### config.mk
export PLATFORM = sky130hd
export DESIGN_NAME = sprite_palette_encoder_flat
export DESIGN_NICKNAME = d
export VERILOG_FILES = /design/src/rtl/sprite_palette_if.sv /design/src/rtl/sprite_palette_encoder.sv /design/src/flat_wrapper.sv
export SDC_FILE = /design/constraint.sdc
export NUM_CORES = 1
export LEC_CHECK = 0
export CORE_UTILIZATION = 50
export DETAILED_ROUTE_END_ITERATION = 7
export GPL_TIMING_DRIVEN = 1
export HOLD_SLACK_MARGIN = 0.05
export PLACE_DENSITY = 0.69
export SYNTH_ARGS = -nofsm -noshare
export SYNTH_HDL_FRONTEND = slang
export SYNTH_SLANG_ARGS = --single-unit
### constraint.sdc
create_clock -name Clk -period 2.6 [get_ports Clk]
set_input_delay 0.52 -clock Clk [delete_from_list [all_inputs] [get_ports Clk]]
set_output_delay 0.52 -clock Clk [all_outputs]
set_load 0.005 [all_outputs]
### src/rtl/sprite_palette_if.sv
// Pixel stream, index-memory write and palette readback signals of the sprite palette encoder.
// The master side feeds pixels and reads the palette; the slave side is the encoder.
interface sprite_palette_if;
    logic       Start;
    logic       PixValid;
    logic       PixReady;
    logic [7:0] PixR;
    logic [7:0] PixG;
    logic [7:0] PixB;
    logic       WrEn;
    logic [9:0] WrX;
    logic [9:0] WrY;
    logic [2:0] WrIdxR;
    logic [2:0] WrIdxG;
    logic [2:0] WrIdxB;
    logic [2:0] PalRdIdx;
    logic [7:0] PalR;
    logic [7:0] PalG;
    logic [7:0] PalB;
    logic [3:0] PalCntR;
    logic [3:0] PalCntG;
    logic [3:0] PalCntB;
    logic       Busy;
    logic       Done;
    logic       Overflow;

    modport master (
        output Start, PixValid, PixR, PixG, PixB, PalRdIdx,
        input  PixReady, WrEn, WrX, WrY, WrIdxR, WrIdxG, WrIdxB,
               PalR, PalG, PalB, PalCntR, PalCntG, PalCntB, Busy, Done, Overflow
    );

    modport slave (
        input  Start, PixValid, PixR, PixG, PixB, PalRdIdx,
        output PixReady, WrEn, WrX, WrY, WrIdxR, WrIdxG, WrIdxB,
               PalR, PalG, PalB, PalCntR, PalCntG, PalCntB, Busy, Done, Overflow
    );
endinterface

### src/rtl/sprite_palette_encoder.sv
// Encodes a raster-order sprite into per-channel palette indices, building an independent
// first-come palette for R, G and B while streaming index writes one cycle after each pixel.
module sprite_palette_encoder #(
    parameter int WIDTH     = 20,
    parameter int HEIGHT    = 20,
    parameter int PAL_DEPTH = 8
) (
    input  logic             Clk,
    input  logic             Reset_n,
    sprite_palette_if.slave  bus
);
    typedef enum logic [1:0] {
        ST_IDLE   = 2'd0,
        ST_ENCODE = 2'd1,
        ST_DONE   = 2'd2
    } state_t;

    localparam logic [9:0] X_LAST = 10'(WIDTH - 1);
    localparam logic [9:0] Y_LAST = 10'(HEIGHT - 1);
    localparam logic [3:0] DEPTH  = 4'(PAL_DEPTH);

    state_t               state_q, state_d;
    logic [2:0][7:0][7:0] pal_q, pal_d;
    logic [2:0][3:0]      cnt_q, cnt_d;
    logic                 ovf_q, ovf_d;
    logic [9:0]           x_q, x_d;
    logic [9:0]           y_q, y_d;
    logic                 wr_en_q, wr_en_d;
    logic [9:0]           wr_x_q, wr_x_d;
    logic [9:0]           wr_y_q, wr_y_d;
    logic [2:0][2:0]      wr_idx_q, wr_idx_d;

    logic                 accept_s;
    logic [2:0][7:0]      pix_s;
    logic [2:0]           hit_s;
    logic [2:0][2:0]      hit_idx_s;

    assign pix_s    = {bus.PixB, bus.PixG, bus.PixR};
    assign accept_s = (state_q == ST_ENCODE) && bus.PixValid;

    // Lowest populated entry equal to the incoming value; scanning downwards lets the lowest win.
    always_comb begin
        hit_s     = 3'b000;
        hit_idx_s = '0;
        for (int ch = 0; ch < 3; ch++) begin
            for (int i = 7; i >= 0; i--) begin
                if ((4'(i) < cnt_q[ch]) && (pal_q[ch][i] == pix_s[ch])) begin
                    hit_s[ch]     = 1'b1;
                    hit_idx_s[ch] = 3'(i);
                end else begin
                end
            end
        end
    end

    // Next-state, palette update, raster counters and index-write staging.
    always_comb begin
        state_d  = state_q;
        pal_d    = pal_q;
        cnt_d    = cnt_q;
        ovf_d    = ovf_q;
        x_d      = x_q;
        y_d      = y_q;
        wr_en_d  = 1'b0;
        wr_x_d   = wr_x_q;
        wr_y_d   = wr_y_q;
        wr_idx_d = wr_idx_q;
        case (state_q)
            ST_IDLE: begin
                if (bus.Start) begin
                    state_d = ST_ENCODE;
                    pal_d   = '0;
                    cnt_d   = '0;
                    ovf_d   = 1'b0;
                    x_d     = 10'd0;
                    y_d     = 10'd0;
                end else begin
                end
            end
            ST_ENCODE: begin
                if (accept_s) begin
                    for (int ch = 0; ch < 3; ch++) begin
                        if (hit_s[ch]) begin
                            wr_idx_d[ch] = hit_idx_s[ch];
                        end else if (cnt_q[ch] < DEPTH) begin
                            pal_d[ch][cnt_q[ch][2:0]] = pix_s[ch];
                            wr_idx_d[ch]              = cnt_q[ch][2:0];
                            cnt_d[ch]                 = cnt_q[ch] + 4'd1;
                        end else begin
                            // Palette full: emit index 0, keep the palette, and flag overflow.
                            wr_idx_d[ch] = 3'd0;
                            ovf_d        = 1'b1;
                        end
                    end
                    wr_en_d = 1'b1;
                    wr_x_d  = x_q;
                    wr_y_d  = y_q;
                    if (x_q == X_LAST) begin
                        x_d = 10'd0;
                        if (y_q == Y_LAST) begin
                            y_d     = 10'd0;
                            state_d = ST_DONE;
                        end else begin
                            y_d = y_q + 10'd1;
                        end
                    end else begin
                        x_d = x_q + 10'd1;
                    end
                end else begin
                end
            end
            ST_DONE: begin
                state_d = ST_IDLE;
            end
            default: begin
                state_d = ST_IDLE;
            end
        endcase
    end

    // State and datapath registers with asynchronous clear.
    always_ff @(posedge Clk or negedge Reset_n) begin
        if (!Reset_n) begin
            state_q  <= ST_IDLE;
            pal_q    <= '0;
            cnt_q    <= '0;
            ovf_q    <= 1'b0;
            x_q      <= 10'd0;
            y_q      <= 10'd0;
            wr_en_q  <= 1'b0;
            wr_x_q   <= 10'd0;
            wr_y_q   <= 10'd0;
            wr_idx_q <= '0;
        end else begin
            state_q  <= state_d;
            pal_q    <= pal_d;
            cnt_q    <= cnt_d;
            ovf_q    <= ovf_d;
            x_q      <= x_d;
            y_q      <= y_d;
            wr_en_q  <= wr_en_d;
            wr_x_q   <= wr_x_d;
            wr_y_q   <= wr_y_d;
            wr_idx_q <= wr_idx_d;
        end
    end

    assign bus.PixReady = (state_q == ST_ENCODE);
    assign bus.Busy     = (state_q == ST_ENCODE);
    assign bus.Done     = (state_q == ST_DONE);
    assign bus.Overflow = ovf_q;
    assign bus.WrEn     = wr_en_q;
    assign bus.WrX      = wr_x_q;
    assign bus.WrY      = wr_y_q;
    assign bus.WrIdxR   = wr_idx_q[0];
    assign bus.WrIdxG   = wr_idx_q[1];
    assign bus.WrIdxB   = wr_idx_q[2];
    assign bus.PalCntR  = cnt_q[0];
    assign bus.PalCntG  = cnt_q[1];
    assign bus.PalCntB  = cnt_q[2];

    // Readback of an unpopulated slot returns 0 rather than stale data.
    assign bus.PalR = ({1'b0, bus.PalRdIdx} < cnt_q[0]) ? pal_q[0][bus.PalRdIdx] : 8'd0;
    assign bus.PalG = ({1'b0, bus.PalRdIdx} < cnt_q[1]) ? pal_q[1][bus.PalRdIdx] : 8'd0;
    assign bus.PalB = ({1'b0, bus.PalRdIdx} < cnt_q[2]) ? pal_q[2][bus.PalRdIdx] : 8'd0;
endmodule

### src/flat_wrapper.sv
// flat-port wrapper written by rule: the top's interface ports become plain ports
module sprite_palette_encoder_flat 
#(
    parameter int WIDTH     = 20,
    parameter int HEIGHT    = 20,
    parameter int PAL_DEPTH = 8
)
  (Clk, Reset_n, bus_Start, bus_PixValid, bus_PixR, bus_PixG, bus_PixB, bus_PalRdIdx, bus_PixReady, bus_WrEn, bus_WrX, bus_WrY, bus_WrIdxR, bus_WrIdxG, bus_WrIdxB, bus_PalR, bus_PalG, bus_PalB, bus_PalCntR, bus_PalCntG, bus_PalCntB, bus_Busy, bus_Done, bus_Overflow);
  sprite_palette_if bus_i ();
  input  logic Clk;
  input  logic Reset_n;
  input wire logic [$bits(bus_i.Start)-1:0] bus_Start;
  input wire logic [$bits(bus_i.PixValid)-1:0] bus_PixValid;
  input wire logic [$bits(bus_i.PixR)-1:0] bus_PixR;
  input wire logic [$bits(bus_i.PixG)-1:0] bus_PixG;
  input wire logic [$bits(bus_i.PixB)-1:0] bus_PixB;
  input wire logic [$bits(bus_i.PalRdIdx)-1:0] bus_PalRdIdx;
  output wire logic [$bits(bus_i.PixReady)-1:0] bus_PixReady;
  output wire logic [$bits(bus_i.WrEn)-1:0] bus_WrEn;
  output wire logic [$bits(bus_i.WrX)-1:0] bus_WrX;
  output wire logic [$bits(bus_i.WrY)-1:0] bus_WrY;
  output wire logic [$bits(bus_i.WrIdxR)-1:0] bus_WrIdxR;
  output wire logic [$bits(bus_i.WrIdxG)-1:0] bus_WrIdxG;
  output wire logic [$bits(bus_i.WrIdxB)-1:0] bus_WrIdxB;
  output wire logic [$bits(bus_i.PalR)-1:0] bus_PalR;
  output wire logic [$bits(bus_i.PalG)-1:0] bus_PalG;
  output wire logic [$bits(bus_i.PalB)-1:0] bus_PalB;
  output wire logic [$bits(bus_i.PalCntR)-1:0] bus_PalCntR;
  output wire logic [$bits(bus_i.PalCntG)-1:0] bus_PalCntG;
  output wire logic [$bits(bus_i.PalCntB)-1:0] bus_PalCntB;
  output wire logic [$bits(bus_i.Busy)-1:0] bus_Busy;
  output wire logic [$bits(bus_i.Done)-1:0] bus_Done;
  output wire logic [$bits(bus_i.Overflow)-1:0] bus_Overflow;
  assign bus_i.Start = bus_Start;
  assign bus_i.PixValid = bus_PixValid;
  assign bus_i.PixR = bus_PixR;
  assign bus_i.PixG = bus_PixG;
  assign bus_i.PixB = bus_PixB;
  assign bus_i.PalRdIdx = bus_PalRdIdx;
  assign bus_PixReady = bus_i.PixReady;
  assign bus_WrEn = bus_i.WrEn;
  assign bus_WrX = bus_i.WrX;
  assign bus_WrY = bus_i.WrY;
  assign bus_WrIdxR = bus_i.WrIdxR;
  assign bus_WrIdxG = bus_i.WrIdxG;
  assign bus_WrIdxB = bus_i.WrIdxB;
  assign bus_PalR = bus_i.PalR;
  assign bus_PalG = bus_i.PalG;
  assign bus_PalB = bus_i.PalB;
  assign bus_PalCntR = bus_i.PalCntR;
  assign bus_PalCntG = bus_i.PalCntG;
  assign bus_PalCntB = bus_i.PalCntB;
  assign bus_Busy = bus_i.Busy;
  assign bus_Done = bus_i.Done;
  assign bus_Overflow = bus_i.Overflow;
  sprite_palette_encoder #(.WIDTH(WIDTH), .HEIGHT(HEIGHT), .PAL_DEPTH(PAL_DEPTH)) u_core (.Clk(Clk), .Reset_n(Reset_n), .bus(bus_i));
endmodule
==> flow_summary_export.csv <==
group,metric,value,unit
cts,cts.clk_slew.worst_paths,0.06,ns
synth,synth_top_area_cell,"dfrtp_1",
detailed_routing,first_pass_iters,5,
floorplanning,rows,63,
synth,netlist-cell-type-count,66,
sta,slew_viol_final,0,
floorplanning,core,29720,um^2
power_and_ir_drop,irDropWorstVdd,688.8,uV
critical_path,crit_path_end_kind,"flip-flop",
synth,netlist_instances,1452,
cts,cts.sinks,257,
critical_path,crit_path_start_kind,"flip-flop",
critical_path,arrival,3.23,ns
sta,postLayoutSetupSlackWorst,-0.1336,ns
outcome,status,"finished with violations",
outcome,violations,"setup timing",
floorplanning,dieArea,30940,um^2
sta,hold_violations,0,
detailed_routing,drc,0,
detailed_routing,drt-vias-per-instance,6.025,
layout,stdcell_area,20460,um^2
synth,syn_area_per_cell,10.41,um^2
floorplanning,die_x,175.9,um
critical_path,critPathKind,"flip-flop to flip-flop",
grt,grt_pass1_vias,12860,
detailed_routing,wire_per_inst,22.26,um
power_and_ir_drop,powerDensity,1032,nW/um^2
layout,syn_to_final_growth,35.32,%
layout,nFillCells,2167,
sta,hold_ws,0.3885,ns
synth,yosys-top-cells-area,"dfrtp_1 (43%), mux2i_1 (8.6%), mux4_2 (7.1%)",
sta,grt_setup_unrepaired,"yes",
grt,grtUsageTotal,30.93,%
place,io_buffers,100,
sta,relSlewSlack,46.84,%
grt,grt_max_degree,78,
sta,fmax,365.8,MHz
detailed_routing,wl,48120,um
cts,cts_tree,"yes",
layout,layout.nets,1799,
synth,async_flop_share,100.0,%
sta,finalCriticalPeriod,2.734,ns
detailed_routing,vias,13030,
synth,synthesis.area,15120,um^2
synth,synth_edf_count,0,
critical_path,worstPathMaxFanout,7,
floorplanning,initial_core_util,50.89,%
sta,fin_skew,0.01414,ns
grt,gr-total-overflow,0,
synth,yosysMostFrequentCell,"dfrtp_1",
synth,ys_warn_count,0,
critical_path,worstPathRequired,3.10,ns
sta,setup_viol,69,
floorplanning,die_height,175.9,um
cts,cts_made_buffers,29,
place,dp_hpwl,32790,um
synth,netlist_top_cells_count,"dfrtp_1 (257), nand2_1 (235), mux2i_1 (130)",
power_and_ir_drop,power,0.02111,W
sta,worst_slew_pin_slew,0.7974,ns
layout,layout-drive-gt1-share,29.57,%
synth,synth.ff_latch_count,257,
synth,ys_seq_area_share,42.53,%
run,cap_violations,0,
sta,layout_worst_path_cycle_share,105.1,%
cts,cts.path.max_buffers,3,
synth,syn-num-nets,1500,
synth,synth_ff_type,"dfrtp_1",
detailed_routing,ant_nets,0,
power_and_ir_drop,p_leak,9.232,nW
grt,antenna_found_initial,0,
place,gp_congestion,0.9543,
cts,clockRootBuffer,"clkbuf_16",
place,dpl_cell_area,18150,um^2
layout,antennaDiodeCount,0,
floorplanning,pin_count,101,
hold_path,hp-class,"input pin to flip-flop",
cts,ctsHtreeMaxLevel,1,
grt,grt_pass1_wl,73670,um
cts,insertion_delay,0.56,ns
synth,synth.top_cell.area_share,42.53,%
detailed_routing,drt_iter0_drc,1067,
-- critical path, stage by stage, from the launching register on --
cell	delay (ns)
dfrtp_2	0.42
buf_6	0.13
or2_4	0.25
o2111ai_4	0.23
nor4_4	0.07
or2_4	0.24
or4b_4	0.60
a2111oi_4	0.36
buf_4	0.21
a32o_1	0.17
-- through the flow --
stage	worst slack, ns	util, %	TNS [ns]	cells
after global placement	-0.7177	61.07	-121.01	2055
after CTS	-0.1177	66.47	-1.485	2145
after floorplan	0.002200	-	0	1452
after detailed placement	-0.7381	61.07	-124.30	2055
final	-0.1336	68.86	-3.953	2162
after global routing	-0.1958	68.86	-9.336	2162
-- logic make-up after synthesis --
group / after synthesis / synth area share, %
AND/OR/NAND/NOR: 466 / 14.40
AO/OA/AOI/OAI: 199 / 10.44
flip-flops: 257 / 42.53
buffers and inverters: 135 / 3.872
adder cells (fa/ha/maj): 17 / 1.407
XOR/XNOR: 199 / 11.53
multiplexers: 179 / 15.83
-- final timing paths --
kind	to	slack, ns	cells after the start	from
worst max-delay path	u_core.pal_q[163]	-0.13	9	u_core.bus.PalCntB[1]
max in group asynchronous	u_core.pal_q[25]	1.33	3	Reset_n
min in group asynchronous	u_core.bus.WrY[5]	0.46	2	Reset_n
worst min-delay path	u_core.pal_q[145]	0.39	2	bus_PixB[1]
worst min register to register	u_core.bus.WrX[3]	0.47	2	u_core.bus.WrX[3]
worst max register to register	u_core.pal_q[163]	-0.13	9	u_core.bus.PalCntB[1]
-- registers in the layout, indices dropped and copies added, names as in the netlist, 2 cells and up --
signal	flops
u_core.bus.PalCntB	4
u_core.bus.PalCntG	4
u_core.bus.PalCntR	4
u_core.bus.WrIdxB	3
u_core.bus.WrIdxG	3
u_core.bus.WrIdxR	3
u_core.bus.WrX	10
u_core.bus.WrY	10
u_core.pal_q	192
u_core.state_q	2
u_core.x_q	10
u_core.y_q	10
-- metal layers --
layer  wire [um]  GRT usage, %  up-vias  share of wire (%)
li1            -             -     5781                  -
met1       20150         43.01     6594                 42
met2       23370         50.74      543                 49
met3        3294         3.939      109                6.8
met4        1298         8.913        0                2.7
met5           0             0        -                  0
-- power breakdown --
part	internal, W	switching [W]
registers	0.00551	0.00167
clock network	0.00256	0.00169
logic	0.00499	0.00468
total	0.0131	0.00804
-- layout by cell type, fill, tap and decap left out, types with 7 or more instances in the layout --
| master | synthesis | final |
|---|---|---|
| nor3_1 | 19 | 15 |
| mux2i_1 | 130 | 120 |
| and3_1 | 10 | 7 |
| clkbuf_8 | 0 | 8 |
| nand2b_1 | 15 | 13 |
| a32o_1 | 43 | 43 |
| mux2i_2 | 0 | 9 |
| mux4_2 | 48 | 48 |
| buf_6 | 2 | 39 |
| nand3_1 | 26 | 25 |
| nor4_1 | 17 | 11 |
| o22ai_1 | 10 | 10 |
| clkbuf_16 | 0 | 32 |
| buf_2 | 27 | 21 |
| nor2_1 | 72 | 51 |
| xnor2_1 | 105 | 99 |
| buf_4 | 8 | 194 |
| nand4_1 | 27 | 27 |
| inv_1 | 33 | 26 |
| ha_1 | 17 | 8 |
| o2bb2ai_1 | 8 | 8 |
| nor2_4 | 0 | 16 |
| a21oi_1 | 23 | 15 |
| a22o_1 | 33 | 33 |
| ha_4 | 0 | 7 |
| dfrtp_1 | 257 | 249 |
| nand2_1 | 235 | 234 |
| nor2_2 | 3 | 8 |
| o21ai_0 | 36 | 30 |
| xor2_1 | 94 | 88 |
| buf_12 | 0 | 33 |
| clkdlybuf4s50_1 | 0 | 66 |
| dfrtp_2 | 0 | 8 |
-- final cells by class --
cell class                      instances  area (um^2)  area share [%]
Tap cell                              390        488.0           2.385
Inverter                               33        131.4          0.6420
Clock inverter                          9        123.9          0.6053
Clock buffer                           43        858.3           4.194
Multi-Input combinational cell       1060         8856           43.28
Timing Repair Buffer                  370         3565           17.42
Sequential cell                       257         6441           31.48
-- what timing repair did --
| item | in CTS | in global routing |
|---|---|---|
| gates cloned | 1 | 3 |
| hold endpoints to repair | 42 | 0 |
| setup buffers | 36 | 14 |
| hold buffers | 1 | 0 |
| setup endpoints to repair | 197 | 224 |
| pin swaps | 45 | 50 |
| resized for setup | 179 | 117 |
Note: power is estimated with default switching activity, not from simulation.
